$ cat config.mk
export PLATFORM = sky130hd
export DESIGN_NAME = acc_scheduler
export DESIGN_NICKNAME = d
export VERILOG_FILES = /design/src/rtl/acc_sched_pkg.sv /design/src/rtl/acc_frame_counter.sv /design/src/rtl/acc_scheduler.sv
export SDC_FILE = /design/constraint.sdc
export NUM_CORES = 1
export LEC_CHECK = 0
export ABC_AREA = 1
export BUFFER_PORTS_ARGS = -buffer_cell sky130_fd_sc_hd__buf_4
export CORE_UTILIZATION = 55
export CTS_BUF_LIST = sky130_fd_sc_hd__clkbuf_8
export DETAILED_ROUTE_END_ITERATION = 8
export HOLD_SLACK_MARGIN = 0.02
export PLACE_DENSITY_LB_ADDON = 0.2
export REMOVE_ABC_BUFFERS = 1
export SETUP_SLACK_MARGIN = 0.02
export SLEW_MARGIN = 15
export SYNTH_ARGS = -nofsm -noshare
export SYNTH_HDL_FRONTEND = slang
export SYNTH_SLANG_ARGS = --single-unit
$ cat constraint.sdc
create_clock -name clk -period 3.5 [get_ports clk]
set_clock_uncertainty 0.1 [all_clocks]
set_input_delay 0.35 -clock clk [delete_from_list [all_inputs] [get_ports clk]]
set_output_delay 0.35 -clock clk [all_outputs]
set_load 0.02 [all_outputs]
$ cat src/rtl/acc_sched_pkg.sv
`default_nettype none
// +----------------------------------------------------------------------------+
// | acc_sched_pkg                                                              |
// | Shared state encoding and counter sizing for the accumulation scheduler.   |
// | Revision: 1.0                                                              |
// +----------------------------------------------------------------------------+
package acc_sched_pkg;

    localparam logic [1:0] IDLE  = 2'd0;
    localparam logic [1:0] ARMED = 2'd1;
    localparam logic [1:0] RUN   = 2'd2;

    typedef enum logic [1:0] {
        ST_IDLE  = IDLE,
        ST_ARMED = ARMED,
        ST_RUN   = RUN
    } state_t;

    localparam int DEF_CHANNEL_ADDR = 7;
    localparam int DEF_LEN_W        = 32;
    localparam int CNT_W            = DEF_LEN_W + DEF_CHANNEL_ADDR;

    // Sample counter must hold len << channel_addr without truncation.
    function automatic int cnt_width(input int len_w, input int channel_addr);
        return len_w + channel_addr;
    endfunction

endpackage
`default_nettype wire

$ cat src/rtl/acc_frame_counter.sv
`default_nettype none
// +----------------------------------------------------------------------------+
// | acc_frame_counter                                                          |
// | ce-gated sample counter with wide terminal compare; flags the last sample  |
// | of a frame. Optional mid_frame output under ACC_SCHEDULER_RESYNC_EN.       |
// | Revision: 1.0                                                              |
// +----------------------------------------------------------------------------+
module acc_frame_counter
    import acc_sched_pkg::*;
#(
    parameter int CHANNEL_ADDR = DEF_CHANNEL_ADDR,
    parameter int LEN_W        = DEF_LEN_W
) (
    input  logic             clk,
    input  logic             rst_n,
    input  logic             start,
    input  logic             run,
    input  logic             ce,
    input  logic [LEN_W-1:0] len,
`ifdef ACC_SCHEDULER_RESYNC_EN
    output logic             mid_frame,
`endif
    output logic             frame_end
);

    localparam int c_cnt_w = cnt_width(LEN_W, CHANNEL_ADDR);

    logic [c_cnt_w-1:0] r_cnt;
    logic [c_cnt_w-1:0] w_base;
    logic [c_cnt_w-1:0] w_last;
    logic               w_active;

    // A start cycle counts its own sample as index 0 of the new frame.
    assign w_base    = start ? '0 : r_cnt;
    assign w_last    = (c_cnt_w'(len) << CHANNEL_ADDR) - c_cnt_w'(1);
    assign w_active  = start | run;
    assign frame_end = w_active & ce & (w_base == w_last);

    always_ff @(posedge clk or negedge rst_n) begin
        if (!rst_n) begin
            r_cnt <= '0;
        end else if (w_active) begin
            if (frame_end) begin
                r_cnt <= '0;
            end else if (ce) begin
                r_cnt <= w_base + c_cnt_w'(1);
            end else begin
                r_cnt <= w_base;
            end
        end
    end

`ifdef ACC_SCHEDULER_RESYNC_EN
    assign mid_frame = (r_cnt != '0);
`endif

endmodule
`default_nettype wire

$ cat src/rtl/acc_scheduler.sv
`default_nettype none
// +----------------------------------------------------------------------------+
// | acc_scheduler                                                              |
// | Double-buffered spectrometer accumulation sequencer: arm/sync start, bank  |
// | swap, readout handshake, overflow flag. Optional: ACC_SCHEDULER_RESYNC_EN. |
// | Revision: 1.0                                                              |
// +----------------------------------------------------------------------------+
module acc_scheduler
    import acc_sched_pkg::*;
#(
    parameter int CHANNEL_ADDR = DEF_CHANNEL_ADDR,
    parameter int LEN_W        = DEF_LEN_W
) (
    input  logic             clk,
    input  logic             rst_n,
    input  logic             ce,
    input  logic             sync_in,
    input  logic             arm,
    input  logic             stop,
    input  logic [LEN_W-1:0] acc_len,
    output logic             new_acc,
    output logic             bank_sel,
    output logic             rd_req,
    input  logic             rd_ack,
    output logic [LEN_W-1:0] acc_count,
    output logic             ovf,
    input  logic             ovf_clr,
    output logic             busy
`ifdef ACC_SCHEDULER_RESYNC_EN
    ,
    output logic             resync_seen
`endif
);

    state_t             r_state;
    state_t             w_state_nxt;
    logic [LEN_W-1:0]   r_len_q;
    logic               r_bank_sel;
    logic               r_rd_req;
    logic [LEN_W-1:0]   r_acc_count;
    logic               r_ovf;
    logic               r_stop_pend;
    logic               r_fe_pulse;

    logic               w_start;
    logic               w_run;
    logic               w_resync;
    logic               w_arm_accept;
    logic               w_frame_end;
    logic [LEN_W-1:0]   w_len;
    logic [LEN_W-1:0]   w_cnt_len;

    // A zero length is treated as one spectrum per accumulation.
    assign w_len     = (acc_len == '0) ? LEN_W'(1) : acc_len;
    assign w_start   = (r_state == ST_ARMED) & sync_in & ~stop;
    assign w_run     = (r_state == ST_RUN);
    assign w_cnt_len = w_start ? w_len : r_len_q;

`ifdef ACC_SCHEDULER_RESYNC_EN
    logic w_mid_frame;
    logic r_resync_seen;

    assign w_resync = w_run & sync_in & w_mid_frame;

    acc_frame_counter #(
        .CHANNEL_ADDR (CHANNEL_ADDR),
        .LEN_W        (LEN_W)
    ) u_frame_counter (
        .clk       (clk),
        .rst_n     (rst_n),
        .start     (w_start | w_resync),
        .run       (w_run),
        .ce        (ce),
        .len       (w_cnt_len),
        .mid_frame (w_mid_frame),
        .frame_end (w_frame_end)
    );

    always_ff @(posedge clk or negedge rst_n) begin
        if (!rst_n) begin
            r_resync_seen <= 1'b0;
        end else if (w_resync) begin
            r_resync_seen <= 1'b1;
        end else if (ovf_clr) begin
            r_resync_seen <= 1'b0;
        end
    end

    assign resync_seen = r_resync_seen;
`else
    assign w_resync = 1'b0;

    acc_frame_counter #(
        .CHANNEL_ADDR (CHANNEL_ADDR),
        .LEN_W        (LEN_W)
    ) u_frame_counter (
        .clk       (clk),
        .rst_n     (rst_n),
        .start     (w_start),
        .run       (w_run),
        .ce        (ce),
        .len       (w_cnt_len),
        .frame_end (w_frame_end)
    );
`endif

    always_comb begin
        w_state_nxt  = r_state;
        w_arm_accept = 1'b0;
        case (r_state)
            ST_IDLE: begin
                if (arm) begin
                    w_state_nxt  = ST_ARMED;
                    w_arm_accept = 1'b1;
                end
            end
            ST_ARMED: begin
                if (stop) begin
                    w_state_nxt = ST_IDLE;
                end else if (sync_in) begin
                    w_state_nxt = ST_RUN;
                end
            end
            ST_RUN: begin
                // A pending stop takes effect only once the frame has closed.
                if (w_frame_end && (stop || r_stop_pend)) begin
                    w_state_nxt = ST_IDLE;
                end
            end
            default: begin
                w_state_nxt = ST_IDLE;
            end
        endcase
    end

    always_ff @(posedge clk or negedge rst_n) begin
        if (!rst_n) begin
            r_state     <= ST_IDLE;
            r_len_q     <= '0;
            r_bank_sel  <= 1'b0;
            r_rd_req    <= 1'b0;
            r_acc_count <= '0;
            r_ovf       <= 1'b0;
            r_stop_pend <= 1'b0;
            r_fe_pulse  <= 1'b0;
        end else begin
            r_state    <= w_state_nxt;
            r_fe_pulse <= w_frame_end;

            if (w_start || w_frame_end) begin
                r_len_q <= w_len;
            end

            if (w_arm_accept) begin
                r_acc_count <= '0;
            end else if (w_frame_end) begin
                r_acc_count <= r_acc_count + LEN_W'(1);
            end

            if (w_frame_end || w_resync) begin
                r_bank_sel <= ~r_bank_sel;
            end

            // Frame-end set dominates a coincident ack.
            if (w_frame_end) begin
                r_rd_req <= 1'b1;
            end else if (rd_ack) begin
                r_rd_req <= 1'b0;
            end

            if (w_frame_end && r_rd_req && !rd_ack) begin
                r_ovf <= 1'b1;
            end else if (ovf_clr) begin
                r_ovf <= 1'b0;
            end

            if (w_state_nxt == ST_IDLE) begin
                r_stop_pend <= 1'b0;
            end else if (w_run && stop) begin
                r_stop_pend <= 1'b1;
            end
        end
    end

    assign new_acc   = w_start | r_fe_pulse | w_resync;
    assign bank_sel  = r_bank_sel;
    assign rd_req    = r_rd_req;
    assign acc_count = r_acc_count;
    assign ovf       = r_ovf;
    assign busy      = (r_state != ST_IDLE);

endmodule
`default_nettype wire

**Word-level counts from Yosys, hierarchy flattened**

Cells that the tools add are included.

- Word-level logic and storage cells: 58
- Bits of input ports: 40
- Bits in registers: 110

- Add/sub/neg operators: 3
- Eq/ne operators: 3
- Mux-type cells: 20
- Reductions and logical operators: 15
- Bitwise logic cells: 8

Operator list:

| kind | count |
|---|---|
| 2-to-1 mux 32 bit | 4 |
| 2-to-1 mux 39 bit | 3 |
| adder 39 x 1 -> 39 bit (second input constant) | 1 |
| == test 39 bit | 1 |
| subtractor 39 x 1 -> 39 bit (second input constant) | 1 |
| adder 32 x 1 -> 32 bit (second input constant) | 1 |
| zero test 32 bit | 1 |
| nonzero test 2 bit | 5 |
| 2-to-1 mux 1 bit | 8 |
| 2-to-1 mux 2 bit | 4 |
| one-hot mux 2 bit (3 select lines) | 1 |
| AND 1 bit | 4 |
| logical AND 1 bit | 4 |
| zero test 2 bit | 2 |
| == test 2 x 1 -> 1 bit (second input constant) | 1 |
| == test 2 bit (second input constant) | 1 |
| logical OR 1 bit | 2 |
| NOT 1 bit | 2 |
| bitwise OR 1 bit | 2 |
| zero test 1 bit | 1 |

**Logic depth before layout (Yosys ltp)**

- Depth after elaboration: 12
- Mapped depth: 27
- Mapped depth without buffers: 24

**Cells and area by module**

From an unflattened synthesis, not the netlist that was laid out.

- Cell total of the unflattened synthesis: 1447
- Area total of the unflattened synthesis: 8664.6 µm²

By module, submodules not included:

| module | cells each | seq. area each (µm²) | area each (µm²) | instances |
|---|---|---|---|---|
| acc_frame_counter | 884 | 975.9 | 4758.3 | 1 |
| acc_scheduler | 563 | 1776.7 | 3906.2 | 1 |

**Least setup slack after synthesis**

OpenSTA, ideal clock, no wires.

- Path type: input to register
- Start point: in sync_in
- End point: reg r_acc_count[26] (netlist: acc_count[26])
- Stages on the path: 24
- Data required time: 3.282 ns
- Library setup time: 0.118 ns
- Data arrival time: 3.099 ns
- Setup slack: 0.182 ns
- Cells stage by stage: inv_1 -> nor2_2 -> nand2_4 -> buf_6 -> inv_2 -> nand3_1 -> nand2_1 -> buf_2 -> ha_1 -> nand3_2 -> nor2_4 -> nand3_1 -> nor2_2 -> nand3b_1 -> nand2_1 -> nand3_1 -> nor2_1 -> nand2_1 -> nor2_2 -> nand2_2 -> buf_6 -> buf_2 -> nand3_1 -> nand2_1

- Longest elaborated chain between the ends: 7
- Elaborated cells between the ends (all ways): 10

Ends and longest elaborated chain:

| item | RTL line | RTL |
|---|---|---|
| start, declared | acc_scheduler.sv:17 | `input logic sync_in,` |
| AND 1 bit * (2 in series) | acc_scheduler.sv:55 | `assign w_start = (r_state == ST_ARMED) & sync_in & ~stop;` |
| 2-to-1 mux 32 bit | acc_scheduler.sv:57 | `assign w_cnt_len = w_start ? w_len : r_len_q;` |
| subtractor 39 x 1 -> 39 bit | acc_frame_counter.sv:35 | `assign w_last = (c_cnt_w'(len) << CHANNEL_ADDR) - c_cnt_w'(1);` |
| == test 39 bit | acc_frame_counter.sv:37 | `assign frame_end = w_active & ce & (w_base == w_last);` |
| AND 1 bit * | acc_frame_counter.sv:37 |  |
| nonzero test 2 bit (no source line) * | -- |  |
| end signal, assigned | acc_scheduler.sv:157 | `r_acc_count <= r_acc_count + LEN_W'(1);` |
| end, declared | acc_scheduler.sv:40 | `logic [LEN_W-1:0] r_acc_count;` |

Mark *: on every way between the ends. The rest lies on a longest branch, timed or not.
A chain may end at the register's enable or synchronous reset.

**Final worst setup path**

- Start point: reg r_state[1]
- End point: reg r_len_q[15]

- Longest elaborated chain between the ends: 8
- Elaborated cells between the ends (all ways): 12

Ends and longest elaborated chain:

| item | RTL line | RTL |
|---|---|---|
| start, declared | acc_scheduler.sv:35 | `state_t r_state;` |
| start signal, assigned | acc_scheduler.sv:147 | `r_state <= w_state_nxt;` |
| == test 2 x 1 -> 1 bit | acc_scheduler.sv:55 |  |
| AND 1 bit (2 in series) | acc_scheduler.sv:55 |  |
| 2-to-1 mux 32 bit | acc_scheduler.sv:57 |  |
| subtractor 39 x 1 -> 39 bit | acc_frame_counter.sv:35 |  |
| == test 39 bit | acc_frame_counter.sv:37 |  |
| AND 1 bit | acc_frame_counter.sv:37 |  |
| logical OR 1 bit * | acc_scheduler.sv:150 | `if (w_start \|\| w_frame_end) begin` |
| end signal, assigned | acc_scheduler.sv:151 | `r_len_q <= w_len;` |
| end, declared | acc_scheduler.sv:37 | `logic [LEN_W-1:0] r_len_q;` |

Marks and branches as above.

==> impl_metrics.csv <==
group,metric,value,unit
global_routing,grt_max_degree,48,
global_routing,grt_pass1_wl,41200,um
clocking,path_clk_slew,0.11,ns
power_and_ir_drop,powerDensity,612,nW/um2
clocking,cts.htree.levels,3,
timing,rsz0062_at_grt,"yes",
placed_design,portBuffers,76,
timing,finalWorstPathRequiredPeriod,3.44,ns
logic_synthesis,avgSynthCellArea,6.45,um2
layout,nets,1495,
critical_path,start_kind,"flip-flop",
critical_path,critical_path_class,"flip-flop to flip-flop",
critical_path,worst_ep_required_time,3.73,ns
logic_synthesis,ys_seq_area_frac,0.316,
timing,final-hold-violation-count,0,
logic_synthesis,synth_edf_count,0,
critical_path,critPathCaptureType,"flip-flop",
run_status,run_status,"completed",
detailed_routing,drtIter0Drc,791,
die,die-height,128,um
timing,tightest_slew,0.841,ns
clocking,worstSkewPairLatency,0.40,ns
logic_synthesis,ys_async_sr_fraction,1.00,
layout,drive_gt1_frac,0.155,
logic_synthesis,yosys-top-cells-area,"dfrtp_1 (32%), nand2_1 (16%), nand3_1 (8.4%)",
detailed_routing,post-route-drc-count,0,
critical_path,cp_slowest_cell,"dfrtp_1",
die,core-area,15300,um2
critical_path,critical-path-max-stage-delay,0.43,ns
clocking,clock_path_buffers,2,
global_routing,grt_usage,0.324,
run,drv_cap,0,
critical_path,path_max_fanout,17,
detailed_routing,routed_via_density,5.62,
timing,slew_viol_final,0,
global_routing,grt_remaining_overflow,0,
die,die_w,128,um
timing,slew_headroom,0.436,
global_routing,antenna_found_initial,0,
placed_design,place.gp.congestion,0.981,
detailed_routing,routed_wl,28100,um
die,initial_core_util,0.568,
logic_synthesis,synth_area,8700,um2
logic_synthesis,ys_seq_elements,110,
logic_synthesis,synth_top_flop_cell,"dfrtp_1",
logic_synthesis,synth_top_area_frac,0.316,
clocking,cts_sinks,110,
logic_synthesis,yosys-top-cells-count,"nand2_1 (382), inv_1 (172), nand3_1 (146)",
die,io_pins,77,
timing,setup_viol_count_final,0,
clocking,cts_root_buf,"clkbuf_8",
detailed_routing,ant_nets,0,
power_and_ir_drop,p_total,6.38,mW
die,rows,45,
detailed_routing,drt_first_pass_iters,7,
critical_path,critical_path.cell_chain,"nor2_4 > nand2_8 > buf_4 > buf_12 > nand2_1 > nand2_1 > nor2_2 > nand2_1 > inv_1 > nand2_1 > nor2_2 > nand3_1 > nand2_1 > nand3_1 > nor2_1 > nand2_2 > nor2_4 > nand2_8 > nand2_8 > clkbuf_16 > nand2_1 > o21ai_2",
detailed_routing,wl_per_cell,16.9,um
timing,fin_crit_sh,0.982,
detailed_routing,vias,9376,
critical_path,crit_top_cell,"nand2_1",
logic_synthesis,yosys_warnings,0,
logic_synthesis,synth_top_area_cell,"dfrtp_1",
critical_path,crit_arrival,3.67,ns
timing,fmax,291,MHz
logic_synthesis,synth_most_common_cell,"nand2_1",
layout,area_growth,19.8,%
global_routing,met1_usage,0.396,
layout,final_util,0.681,
clocking,cts_buffers,9,
global_routing,use_met2,0.576,
placed_design,dpl_cell_area,9560,um2
power_and_ir_drop,p_leak,4.88,nW
logic_synthesis,netlist_instances,1350,
power_and_ir_drop,ir_worst_vdd,0.267,mV
global_routing,first_global_vias,8271,
die,die_area,16300,um2
global_routing,met3_usage,0.0413,
placed_design,dpl.hpwl,20100,um
clocking,cts_tree,"built",
layout,antenna_cells,0,
hold_path,min_path_type,"primary input to flip-flop",
logic_synthesis,yosysUniqueCellTypes,43,
layout,fin_area,10400,um2
global_routing,grt-busiest-layer,"met2",
## per-layer routing
metal	up-vias	wire length, um
met5	-	0
met4	0	1120
met3	68	1710
met2	367	13800
met1	4389	11500
li1	4552	-
## layout by cell type, fill, tap and decap left out, types with 5 or more instances in the layout
| master | Yosys | routed |
|---|---|---|
| nand2_1 | 382 | 367 |
| inv_1 | 172 | 174 |
| nand3_1 | 146 | 141 |
| nor2_1 | 141 | 130 |
| buf_4 | 3 | 114 |
| dfrtp_1 | 110 | 110 |
| o21ai_0 | 67 | 60 |
| xor2_1 | 46 | 44 |
| nand4_1 | 36 | 36 |
| nor3_1 | 35 | 35 |
| o21ai_1 | 31 | 28 |
| nand3b_1 | 26 | 26 |
| xnor2_1 | 25 | 25 |
| nor4_1 | 18 | 17 |
| nor2_2 | 13 | 16 |
| nand2_2 | 2 | 14 |
| o21ai_2 | 2 | 12 |
| nor2_4 | 2 | 10 |
| o22ai_1 | 10 | 10 |
| clkbuf_8 | 0 | 9 |
| clkbuf_16 | 0 | 8 |
| o21bai_1 | 7 | 7 |
| buf_12 | 0 | 7 |
| inv_2 | 6 | 5 |
| nand3_4 | 0 | 5 |
| o21a_1 | 5 | 5 |
## path summary, 6_finish.rpt
path	from	to	slack, ns	cells past startpoint
max	r_state[1]	r_len_q[15]	0.06	22
min	acc_len[31]	r_len_q[31]	0.04	3
max reg2reg	r_state[1]	r_len_q[15]	0.06	22
min reg2reg	bank_sel	bank_sel	0.38	1
max in group asynchronous	rst_n	acc_count[19]	2.01	3
min in group asynchronous	rst_n	ovf	0.40	2
## registers in the layout, indices dropped and copies added (netlist names)
signal and count:
u_frame_counter.r_cnt 39, r_state 2, ovf 1, acc_count 32, r_stop_pend 1, r_len_q 32, r_fe_pulse 1, bank_sel 1
rd_req 1
## critical path: cells and delay by family, from the launching register on
family          cells  cell delay, ns
flops               1            0.43
simple gates       17            2.17
compound gates      1            0.06
buf+inv             4            0.60
## kinds of logic after synthesis
family	share of synthesized area
AO/OA/AOI/OAI	0.0812
XOR/XNOR	0.0715
adder cells (fa/ha/maj)	0.00431
buffers and inverters	0.112
flip-flops	0.316
AND/OR/NAND/NOR	0.415
## area by class of cell
| type | count | area, um2 |
|---|---|---|
| Tap cell | 211 | 264 |
| Inverter | 179 | 679 |
| Timing Repair Buffer | 136 | 1290 |
| Clock buffer | 9 | 124 |
| Fill cell | 1392 | 4890 |
| Sequential cell | 110 | 2750 |
| Multi-Input combinational cell | 1016 | 5270 |
| Clock inverter | 7 | 43.8 |
## where the power goes
part | internal (mW) | switching (mW) | leakage, nW | total, mW
sequential | 1.60 | 0.173 | 1.47 | 1.77
combinational | 1.32 | 2.54 | 3.32 | 3.86
clock | 0.258 | 0.492 | 0.0949 | 0.750
total | 3.18 | 3.20 | 4.88 | 6.38
## through the flow
step	worst slack [ns]	std cells	hold WS, ns	setup TNS [ns]
after detailed placement	-0.0818	1624	0.304	-2.55
after floorplan	-1.71	1304	-0.0456	-147.84
final	0.0632	1668	0.0445	0
after global routing	-0.107	1668	0.0599	-6.15
after CTS	0.0513	1642	0.0427	0
after global placement	-0.0171	1624	0.307	-0.156
## repair_timing
item,CTS,global route
setup endpoints to repair,4,104
buffers inserted,0,14
cloned,0,12
gates resized for setup,1,80
endpoints found under the hold margin,46,0
hold buffers,2,0
pin swaps,0,13
No activity file was read; power rests on OpenSTA's default activity.
